==> config.mk <==
export PLATFORM = sky130hd
export DESIGN_NAME = vga_sprite_layer
export DESIGN_NICKNAME = d
export VERILOG_FILES = /design/src/rtl/vga_pkg.sv /design/src/rtl/sprite_hit_detect.sv /design/src/rtl/vga_sprite_layer.sv
export SDC_FILE = /design/constraint.sdc
export NUM_CORES = 1
export LEC_CHECK = 0
export ABC_AREA = 1
export BUFFER_PORTS_ARGS = -buffer_cell sky130_fd_sc_hd__buf_2
export CAP_MARGIN = 0
export CORE_MARGIN = 2
export CORE_UTILIZATION = 24
export CTS_CLUSTER_DIAMETER = 200
export DETAILED_ROUTE_END_ITERATION = 10
export HOLD_SLACK_MARGIN = 0.12
export PLACE_DENSITY = 0.44
export SYNTH_ARGS = -nofsm -noshare
export SYNTH_HDL_FRONTEND = slang
export SYNTH_SLANG_ARGS = --single-unit
==> constraint.sdc <==
create_clock -name clk -period 2.1 [get_ports clk]
set_input_delay 0.42 -clock clk [delete_from_list [all_inputs] [get_ports clk]]
set_output_delay 0.42 -clock clk [all_outputs]
set_load 0.02 [all_outputs]
==> src/rtl/vga_pkg.sv <==
// rtl/vga_pkg.sv - shared constants for the 800x600 VGA pixel pipeline
package vga_pkg;
  localparam int H_ACTIVE  = 800;
  localparam int V_ACTIVE  = 600;
  localparam int RGB_W     = 12;
  localparam int CNT_W_DEF = 11;
endpackage

==> src/rtl/sprite_hit_detect.sv <==
// rtl/sprite_hit_detect.sv - registered window compare of the pixel position against one sprite
module sprite_hit_detect
  import vga_pkg::*;
#(
  parameter int SPR_W = 48,
  parameter int SPR_H = 64,
  parameter int POS_W = 12,
  parameter int CNT_W = CNT_W_DEF
) (
  input  logic             clk,
  input  logic             rst,
  input  logic             en,
  input  logic [POS_W-1:0] x,
  input  logic [POS_W-1:0] y,
  input  logic [CNT_W-1:0] hcount,
  input  logic [CNT_W-1:0] vcount,
  input  logic             blank,
  output logic             hit
);
  localparam int SW = POS_W + 1;

  logic [SW-1:0] h, v, x0, y0, x1, y1;
  logic          hit_c;

  // One extra bit on the right/bottom edges keeps sprites near the coordinate limit from wrapping.
  always_comb begin
    h     = SW'(hcount);
    v     = SW'(vcount);
    x0    = {1'b0, x};
    y0    = {1'b0, y};
    x1    = x0 + SW'(SPR_W);
    y1    = y0 + SW'(SPR_H);
    hit_c = en & ~blank
          & (h >= x0) & (h < x1) & (v >= y0) & (v < y1)
          & (h < SW'(H_ACTIVE)) & (v < SW'(V_ACTIVE));
  end

  always_ff @(posedge clk) begin
    if (rst) hit <= 1'b0;
    else     hit <= hit_c;
  end
endmodule

==> src/rtl/vga_sprite_layer.sv <==
// rtl/vga_sprite_layer.sv - N-sprite overlay with vsync-latched positions and per-frame collision flags
module vga_sprite_layer
  import vga_pkg::*;
#(
  parameter int N_SPRITES = 4,
  parameter int SPR_W     = 48,
  parameter int SPR_H     = 64,
  parameter int CNT_W     = CNT_W_DEF,
  parameter int POS_W     = 12
) (
  input  logic                       clk,
  input  logic                       rst,
  input  logic [CNT_W-1:0]           in_hcount,
  input  logic [CNT_W-1:0]           in_vcount,
  input  logic                       in_hsync,
  input  logic                       in_vsync,
  input  logic                       in_hblnk,
  input  logic                       in_vblnk,
  input  logic [RGB_W-1:0]           in_rgb,
  input  logic [N_SPRITES*POS_W-1:0] xpos,
  input  logic [N_SPRITES*POS_W-1:0] ypos,
  input  logic [N_SPRITES-1:0]       sprite_en,
  input  logic [N_SPRITES*RGB_W-1:0] sprite_rgb,
  output logic [CNT_W-1:0]           out_hcount,
  output logic [CNT_W-1:0]           out_vcount,
  output logic                       out_hsync,
  output logic                       out_vsync,
  output logic                       out_hblnk,
  output logic                       out_vblnk,
  output logic [RGB_W-1:0]           out_rgb,
  output logic [N_SPRITES-1:0]       collision,
  output logic                       frame_tick
);
  logic                       vs_prev, latch, multi;
  logic [N_SPRITES*POS_W-1:0] act_x, act_y;
  logic [N_SPRITES-1:0]       act_en, acc, hit;
  logic [CNT_W-1:0]           hcount_d, vcount_d;
  logic                       hsync_d, vsync_d, hblnk_d, vblnk_d;
  logic [RGB_W-1:0]           rgb_d, sel_rgb;

  assign latch = in_vsync & ~vs_prev;

  for (genvar i = 0; i < N_SPRITES; i++) begin : g_hit
    sprite_hit_detect #(
      .SPR_W(SPR_W), .SPR_H(SPR_H), .POS_W(POS_W), .CNT_W(CNT_W)
    ) u_hit (
      .clk   (clk),
      .rst   (rst),
      .en    (act_en[i]),
      .x     (act_x[i*POS_W +: POS_W]),
      .y     (act_y[i*POS_W +: POS_W]),
      .hcount(in_hcount),
      .vcount(in_vcount),
      .blank (in_hblnk | in_vblnk),
      .hit   (hit[i])
    );
  end

  // Walk from the highest index down so sprite 0 wins any overlap.
  always_comb begin
    sel_rgb = rgb_d;
    for (int i = N_SPRITES - 1; i >= 0; i--) begin
      if (hit[i]) sel_rgb = sprite_rgb[i*RGB_W +: RGB_W];
    end
    multi = |(hit & (hit - N_SPRITES'(1)));
  end

  always_ff @(posedge clk) begin
    if (rst) begin
      vs_prev    <= 1'b0;
      frame_tick <= 1'b0;
      act_x      <= '0;
      act_y      <= '0;
      act_en     <= '0;
      acc        <= '0;
      collision  <= '0;
      hcount_d   <= '0;
      vcount_d   <= '0;
      hsync_d    <= 1'b0;
      vsync_d    <= 1'b0;
      hblnk_d    <= 1'b0;
      vblnk_d    <= 1'b0;
      rgb_d      <= '0;
      out_hcount <= '0;
      out_vcount <= '0;
      out_hsync  <= 1'b0;
      out_vsync  <= 1'b0;
      out_hblnk  <= 1'b0;
      out_vblnk  <= 1'b0;
      out_rgb    <= '0;
    end else begin
      vs_prev    <= in_vsync;
      frame_tick <= latch;
      if (latch) begin
        act_x     <= xpos;
        act_y     <= ypos;
        act_en    <= sprite_en;
        collision <= acc;
      end
      // Clear on the latch first, then merge any overlap seen this cycle.
      acc <= (latch ? '0 : acc) | (multi ? hit : '0);

      hcount_d   <= in_hcount;
      vcount_d   <= in_vcount;
      hsync_d    <= in_hsync;
      vsync_d    <= in_vsync;
      hblnk_d    <= in_hblnk;
      vblnk_d    <= in_vblnk;
      rgb_d      <= in_rgb;

      out_hcount <= hcount_d;
      out_vcount <= vcount_d;
      out_hsync  <= hsync_d;
      out_vsync  <= vsync_d;
      out_hblnk  <= hblnk_d;
      out_vblnk  <= vblnk_d;
      out_rgb    <= sel_rgb;
    end
  end
endmodule
==> results of run 1 <==
==> path summary, 6_finish.rpt <==
kind,cells past startpoint,slack [ns],end,from
worst max-delay path,15,-0.0006,g_hit[2].u_hit.hit,act_x[28]
worst min-delay path,3,0.16,act_y[0],ypos[0]
worst max register to register,15,-0.0006,g_hit[2].u_hit.hit,act_x[28]
worst min register to register,2,0.40,out_hcount[8],hcount_d[8]
==> metrics by stage <==
step                setup TNS [ns]  power [W]
floorplan                        0    0.00519
global placement           -0.0750    0.00588
detailed placement         -0.0652    0.00591
CTS                              0    0.00942
global route                -0.382    0.00990
finish                   -0.000607    0.00926
==> cells in the mapped netlist (2+ instances only) <==
library cell / instances / area [um^2]
nand2_1: 218 / 818
inv_1: 211 / 792
dfxtp_1: 189 / 3780
nor2_1: 162 / 608
a21oi_1: 161 / 806
ha_1: 144 / 1800
o21ai_0: 122 / 611
nand3_1: 63 / 315
buf_2: 30 / 150
nand4_1: 20 / 125
xor2_1: 17 / 149
clkbuf_1: 16 / 60.1
o211ai_1: 13 / 97.6
a31oi_1: 10 / 62.6
inv_2: 7 / 26.3
a22oi_1: 5 / 37.5
nor3_1: 5 / 25.0
nor3b_1: 5 / 37.5
o21ai_1: 5 / 25.0
a21o_1: 4 / 30.0
o31ai_1: 4 / 30.0
xnor2_1: 4 / 35.0
a211oi_1: 3 / 22.5
o21bai_1: 3 / 22.5
a21boi_0: 2 / 15.0
a21oi_4: 2 / 32.5
a221oi_1: 2 / 17.5
buf_1: 2 / 7.51
nor3_2: 2 / 20.0
o21a_1: 2 / 15.0
==> power by group through the flow <==
stage	Combinational (W)	Clock, W	Sequential, W
floorplan	0.00117	0	0.00401
detailed placement	0.00192	0	0.00399
finish	0.00195	0.00341	0.00391
CTS	0.00196	0.00355	0.00391
global route	0.00227	0.00369	0.00394
global placement	0.00189	0	0.00399
==> area by class of cell <==
type | instances | area [um^2]
Timing Repair Buffer | 279 | 1630
Tap cell | 592 | 741
Clock buffer | 17 | 425
Fill cell | 4814 | 30500
Inverter | 218 | 821
Multi-Input combinational cell | 986 | 5890
Clock inverter | 15 | 193
Sequential cell | 189 | 3790
==> worst max-delay path, stage by stage, from the launching register on <==
cell	delay (ns)
dfxtp_2	0.34
inv_2	0.05
ha_4	0.16
nor3_4	0.19
inv_2	0.06
nor2_2	0.11
inv_2	0.05
o21ai_1	0.11
o21ai_1	0.08
ha_1	0.31
a21o_1	0.16
nand4_1	0.08
nand2_1	0.05
nor2_1	0.10
nand3_1	0.09
nor2_1	0.10
==> registers in the layout, summed over array words and instances (netlist names) <==
| name | count |
|---|---|
| out_hcount | 11 |
| rgb_d | 12 |
| g_hit.u_hit.hit | 4 |
| collision | 4 |
| out_vsync | 1 |
| out_vcount | 11 |
| out_hsync | 1 |
| vsync_d | 1 |
| act_y | 48 |
| vblnk_d | 1 |
| hblnk_d | 1 |
| act_x | 48 |
| acc | 4 |
| out_hblnk | 1 |
| act_en | 4 |
| vcount_d | 11 |
| out_vblnk | 1 |
| frame_tick | 1 |
| hsync_d | 1 |
| hcount_d | 11 |
| out_rgb | 12 |
==> repair_timing <==
action	in CTS	in global routing
resized for setup	3	28
hold buffers	20	0
hold endpoints to repair	20	0
setup endpoints to repair	2	4
setup buffers	0	4
pin swaps	2	19
==> kinds of logic (layout without fill, tap and decap cells) <==
kind of cell,Yosys count,after routing,synth area share
flip-flops,189,189,0.355
buffers and inverters,267,529,0.0979
AND/OR/NAND/NOR,481,481,0.188
adder cells (fa/ha/maj),144,144,0.169
AO/OA/AOI/OAI,340,340,0.173
XOR/XNOR,21,21,0.0173
==> routing by layer <==
metal | vias up | GRT usage | wire (um)
met5 | - | 0 | 0
met2 | 185 | 0.247 | 15500
met1 | 4466 | 0.197 | 16600
met3 | 28 | 0.0310 | 1270
met4 | 0 | 0.0590 | 651
li1 | 5231 | - | -
==> impl_metrics.env, run 1 <==
export IMPL_status="finished with violations"
export IMPL_violations="setup timing"
export IMPL_cp_data_arrival_time_ns=2.52
export IMPL_crit_type="flip-flop to flip-flop"
export IMPL_max_slew_worst_pin_slew_ns=1.10
export IMPL_wl_per_cell_um=14.8
export IMPL_numPortBuffers=230
export IMPL_dieHeight_um=215
export IMPL_start_util=0.242
export IMPL_hold_ws_ns=0.160
export IMPL_grt_pass1_wl_um=54000
export IMPL_p_int_w=0.00622
export IMPL_drt_wl_total_um=34000
export IMPL_globalplace_congestion=0.833
export IMPL_leakagePower_nw=6.38
export IMPL_setup_viol=1
export IMPL_endpoint_kind="flip-flop"
export IMPL_rsz0062_at_grt="true"
export IMPL_power_switching_w=0.00305
export IMPL_globalRouteOverflowTotal=0
export IMPL_clock_fmax_ghz=0.476
export IMPL_final_core_util=0.306
export IMPL_dieWidth_um=215
export IMPL_post_route_drc_count=0
export IMPL_synth_net_count=1774
export IMPL_cts_htree_levels=4
export IMPL_ant_nets=0
export IMPL_placed_area_um2=12600
export IMPL_dpl_cell_count=2240
export IMPL_cts_buffer_depth=2
export IMPL_cts_sinks=189
export IMPL_synth_ff_type="dfxtp_1"
export IMPL_area_delta_synth_final_pct=26.6
export IMPL_fin_area_um2=13500
export IMPL_diodes=0
export IMPL_final_min_clock_period_ns=2.10
export IMPL_maxSlewHeadroom=0.264
export IMPL_ys_seq_elements=189
export IMPL_die_area_um2=46100
export IMPL_cts_root_buf="clkbuf_16"
export IMPL_synth_area_um2=10700
export IMPL_cap_violations=0
export IMPL_layout_nets=2023
export IMPL_worstHoldPathType="input port to flip-flop"
export IMPL_yosysWarnings=0
export IMPL_synth_edf_count=0
export IMPL_clock_latency_ns=0.50
export IMPL_clk_pin_slew_ns=0.09
export IMPL_dr_pass1_iters=5
export IMPL_p_sw_frac=0.329
export IMPL_dp_worst_setup_slack_ns=-0.0652
export IMPL_dp_final_hpwl_um=26000
export IMPL_final_cell_mix="buf_2 (229), nand2_1 (218), inv_1 (203)"
export IMPL_crit_path_start_kind="flip-flop"
export IMPL_numCtsBuffers=17
export IMPL_slew_violations=0
export IMPL_mostFrequentLayoutCell="buf_2"
export IMPL_layout_worst_path_cycle_share=1.00
export IMPL_combPwrFrac=0.210
export IMPL_critPathMaxFanout=3
export IMPL_clockPowerShare=0.368
export IMPL_drt_iter0_drc=453
export IMPL_synth_cell_type_count=39
export IMPL_tritoncts="yes"
export IMPL_final_cells=2296
export IMPL_postSynthCellCount=1442
export IMPL_antenna_found_initial=1
export IMPL_ys_seq_area_frac=0.355
export IMPL_crit_required_ns=2.52
export IMPL_synthArstFlopShare=0
export IMPL_rows=77
export IMPL_grt_pass1_vias=9906
export IMPL_routed_via_density=4.32
export IMPL_grt_start_max_net_pins=84
export IMPL_hold_viol=0
export IMPL_power_density_nw_per_um2=687
export IMPL_ir_worst_vdd_mv=0.465
export IMPL_syn_avg_cell_area_um2=7.39
export IMPL_skew_ns=0.0205
export IMPL_pwr_share_seq=0.422
export IMPL_final_layout_size_suffix_gt1_frac=0.193
export IMPL_timing_final_ws_setup_ns=-0.000607
export IMPL_route_vias_total=9910
export IMPL_core_area_um2=44000
export IMPL_io_pins=231
export IMPL_grt_use_total=0.152
(Power assumes the default switching activity.)
==> run 2: changes to the inputs <==
--- a/config.mk
+++ b/config.mk
@@ -5,7 +5,6 @@
 export SDC_FILE = /design/constraint.sdc
 export NUM_CORES = 1
 export LEC_CHECK = 0
-export ABC_AREA = 1
 export BUFFER_PORTS_ARGS = -buffer_cell sky130_fd_sc_hd__buf_2
 export CAP_MARGIN = 0
 export CORE_MARGIN = 2
==> run 2 against run 1 <==
The flow still finishes with violations (setup timing); synthesized cell count shrank 13%; die area shrank 2.6%; clock power grew 1%; critical path type unchanged; critical endpoint is now g_hit[0].u_hit.hit; largest cell class unchanged.
==> impl_metrics.env, run 2 <==
export IMPL_largest_registers="act_x: 48 flops, act_y: 48 flops"
export IMPL_yosysTopAreaCell="dfxtp_1"
export IMPL_ys_seq_elements=189
export IMPL_grt_pass1_vias=9452
export IMPL_placed_area_um2=12900
export IMPL_busiest_layer="met2"
export IMPL_ys_seq_area_frac=0.365
export IMPL_post_route_drc_count=0
export IMPL_multi_input_area_um2=6290
export IMPL_grt_pass1_wl_um=52500
export IMPL_dieWidth_um=212
export IMPL_final_layout_size_suffix_gt1_frac=0.269
export IMPL_syn_avg_cell_area_um2=8.24
export IMPL_synth_cell_type_count=49
export IMPL_synth_edf_count=0
export IMPL_layout_nets=1887
export IMPL_rr_startpoint="act_x[5]"
export IMPL_fin_area_um2=13800
export IMPL_endpoint_kind="flip-flop"
export IMPL_grt_use_total=0.154
export IMPL_power_density_nw_per_um2=660
export IMPL_clock_fmax_ghz=0.458
export IMPL_dieHeight_um=212
export IMPL_core_area_um2=42900
export IMPL_violations="setup timing"
export IMPL_dp_final_hpwl_um=27000
export IMPL_ff_latch_area_um2=3800
export IMPL_crit_path_start_kind="flip-flop"
export IMPL_fill_cells=4618
export IMPL_start_util=0.242
export IMPL_wl_per_cell_um=16.0
export IMPL_post_synth_top_count_cell="nand2_1"
export IMPL_synth_common_cells="nand2_1 (235), dfxtp_1 (189), a21oi_1 (163), ha_1 (144), inv_1 (89)"
export IMPL_status="finished with violations"
export IMPL_maxSlewHeadroom=0.196
export IMPL_grt_start_max_net_pins=89
export IMPL_drt_iter0_drc=355
export IMPL_worstHoldPathType="input port to flip-flop"
export IMPL_die_area_um2=44900
export IMPL_synthArstFlopShare=0
export IMPL_final_min_clock_period_ns=2.18
export IMPL_clock_latency_ns=0.45
export IMPL_io_pins=231
export IMPL_synth_area_um2=10400
export IMPL_critPathMaxFanout=4
export IMPL_globalplace_congestion=0.824
export IMPL_rsz0062_at_grt="true"
export IMPL_postSynthCellCount=1259
export IMPL_crit_required_ns=2.45
export IMPL_use_met2=0.254
export IMPL_route_vias_total=9486
export IMPL_cts_buffer_depth=2
export IMPL_antenna_found_initial=2
export IMPL_drt_wl_total_um=34500
export IMPL_ir_worst_vdd_mv=0.392
export IMPL_setup_viol=3
export IMPL_numCtsBuffers=17
export IMPL_hp_start="in_hsync"
export IMPL_area_delta_synth_final_pct=32.8
export IMPL_cap_violations=0
export IMPL_leakagePower_nw=5.90
export IMPL_cts_htree_levels=4
export IMPL_hold_ws_ns=0.177
export IMPL_ant_nets=0
export IMPL_tritoncts="yes"
export IMPL_routed_via_density=4.40
export IMPL_met3_usage=0.0399
export IMPL_clk_pin_slew_ns=0.07
export IMPL_crit_start="act_x[5]"
export IMPL_crit_type="flip-flop to flip-flop"
export IMPL_mostFrequentLayoutCell="nand2_1"
export IMPL_hold_viol=0
export IMPL_yosysWarnings=0
export IMPL_globalRouteOverflowTotal=0
export IMPL_synth_net_count=1591
export IMPL_skew_ns=0.00873
export IMPL_synth_area_top_cells="dfxtp_1 (36%), ha_1 (17%), nand2_1 (8.5%)"
export IMPL_cts_root_buf="clkbuf_16"
export IMPL_cts_sinks=189
export IMPL_final_cell_mix="nand2_1 (234), buf_2 (229), dfxtp_1 (178)"
export IMPL_cts_hold_buf=0
export IMPL_slew_violations=0
export IMPL_numPortBuffers=230
export IMPL_use_met1=0.197
export IMPL_layout_worst_path_cycle_share=1.04
export IMPL_yosys_area_top_type_share=0.365
export IMPL_synth_ff_type="dfxtp_1"
export IMPL_cp_data_arrival_time_ns=2.54
export IMPL_timing_final_ws_setup_ns=-0.0847
export IMPL_rows=76
export IMPL_max_slew_worst_pin_slew_ns=1.20
export IMPL_dr_pass1_iters=4
[run 2: final timing paths]
check | endpoint | slack, ns | depth (start not counted)
hold / removal | hsync_d | 0.18 | 2
setup reg to reg | g_hit[0].u_hit.hit | -0.08 | 9
hold reg to reg | out_hcount[7] | 0.44 | 1
setup / recovery | g_hit[0].u_hit.hit | -0.08 | 9
[run 2: routing by layer]
layer | share of wire | wire length [um] | vias up
met5 | 0.00038 | 13 | -
met4 | 0.016 | 545 | 2
met3 | 0.055 | 1910 | 25
met2 | 0.45 | 15600 | 221
met1 | 0.48 | 16400 | 4335
li1 | - | - | 4903
[run 2: cell type report]
cell class,instances,share of cell area
Clock buffer,21,0.0334
Inverter,89,0.0242
Multi-Input combinational cell,927,0.457
Clock inverter,11,0.0111
Timing Repair Buffer,331,0.146
Tap cell,585,0.0531
Sequential cell,189,0.275
Antenna cell,3,0.000545
[run 2: cell families (layout without fill, tap and decap cells)]
| family | count (synthesis) | in the layout | synth area share |
|---|---|---|---|
| AOI/OAI and AO/OA | 295 | 295 | 0.173 |
| DFF | 189 | 189 | 0.365 |
| and+or+nand+nor | 438 | 438 | 0.191 |
| other | 0 | 3 | 0 |
| adders and majority gates | 144 | 144 | 0.174 |
| muxes | 18 | 18 | 0.0187 |
| buffers and inverters | 143 | 452 | 0.0517 |
| xor gates and xnor gates | 32 | 32 | 0.0270 |
[run 2: critical path: stages, from the launching register on]
cell and delay [ns]:
dfxtp_1 0.34, inv_2 0.07, ha_4 0.18, nor2_1 0.13, xnor2_1 0.10, ha_1 0.33
a21oi_2 0.13, o221ai_1 0.14, a311o_1 0.39, a2111oi_4 0.28
[run 2: power breakdown]
part           internal, W  leakage [nW]  switching (W)
clock              0.00196         0.303        0.00151
combinational     0.000801          4.04       0.000973
sequential         0.00376          1.56      0.0000999
[run 2: timing repair]
action,4_1_cts,5_1_grt
setup endpoints to repair,4,4
setup buffers,0,2
resized for setup,27,29
pin swaps,2,17
[run 2: stage by stage]
step / setup slack, ns / util / instances / setup TNS, ns / total power [W]
after floorplan: -0.0336 / - / 1259 / -0.0336 / 0.00487
after global placement: -0.267 / 0.302 / 2119 / -0.953 / 0.00563
after detailed placement: -0.321 / 0.302 / 2119 / -1.14 / 0.00566
after CTS: -0.0873 / 0.318 / 2151 / -0.162 / 0.00921
after global routing: -0.197 / 0.321 / 2154 / -0.510 / 0.00964
final: -0.0847 / 0.321 / 2156 / -0.132 / 0.00910
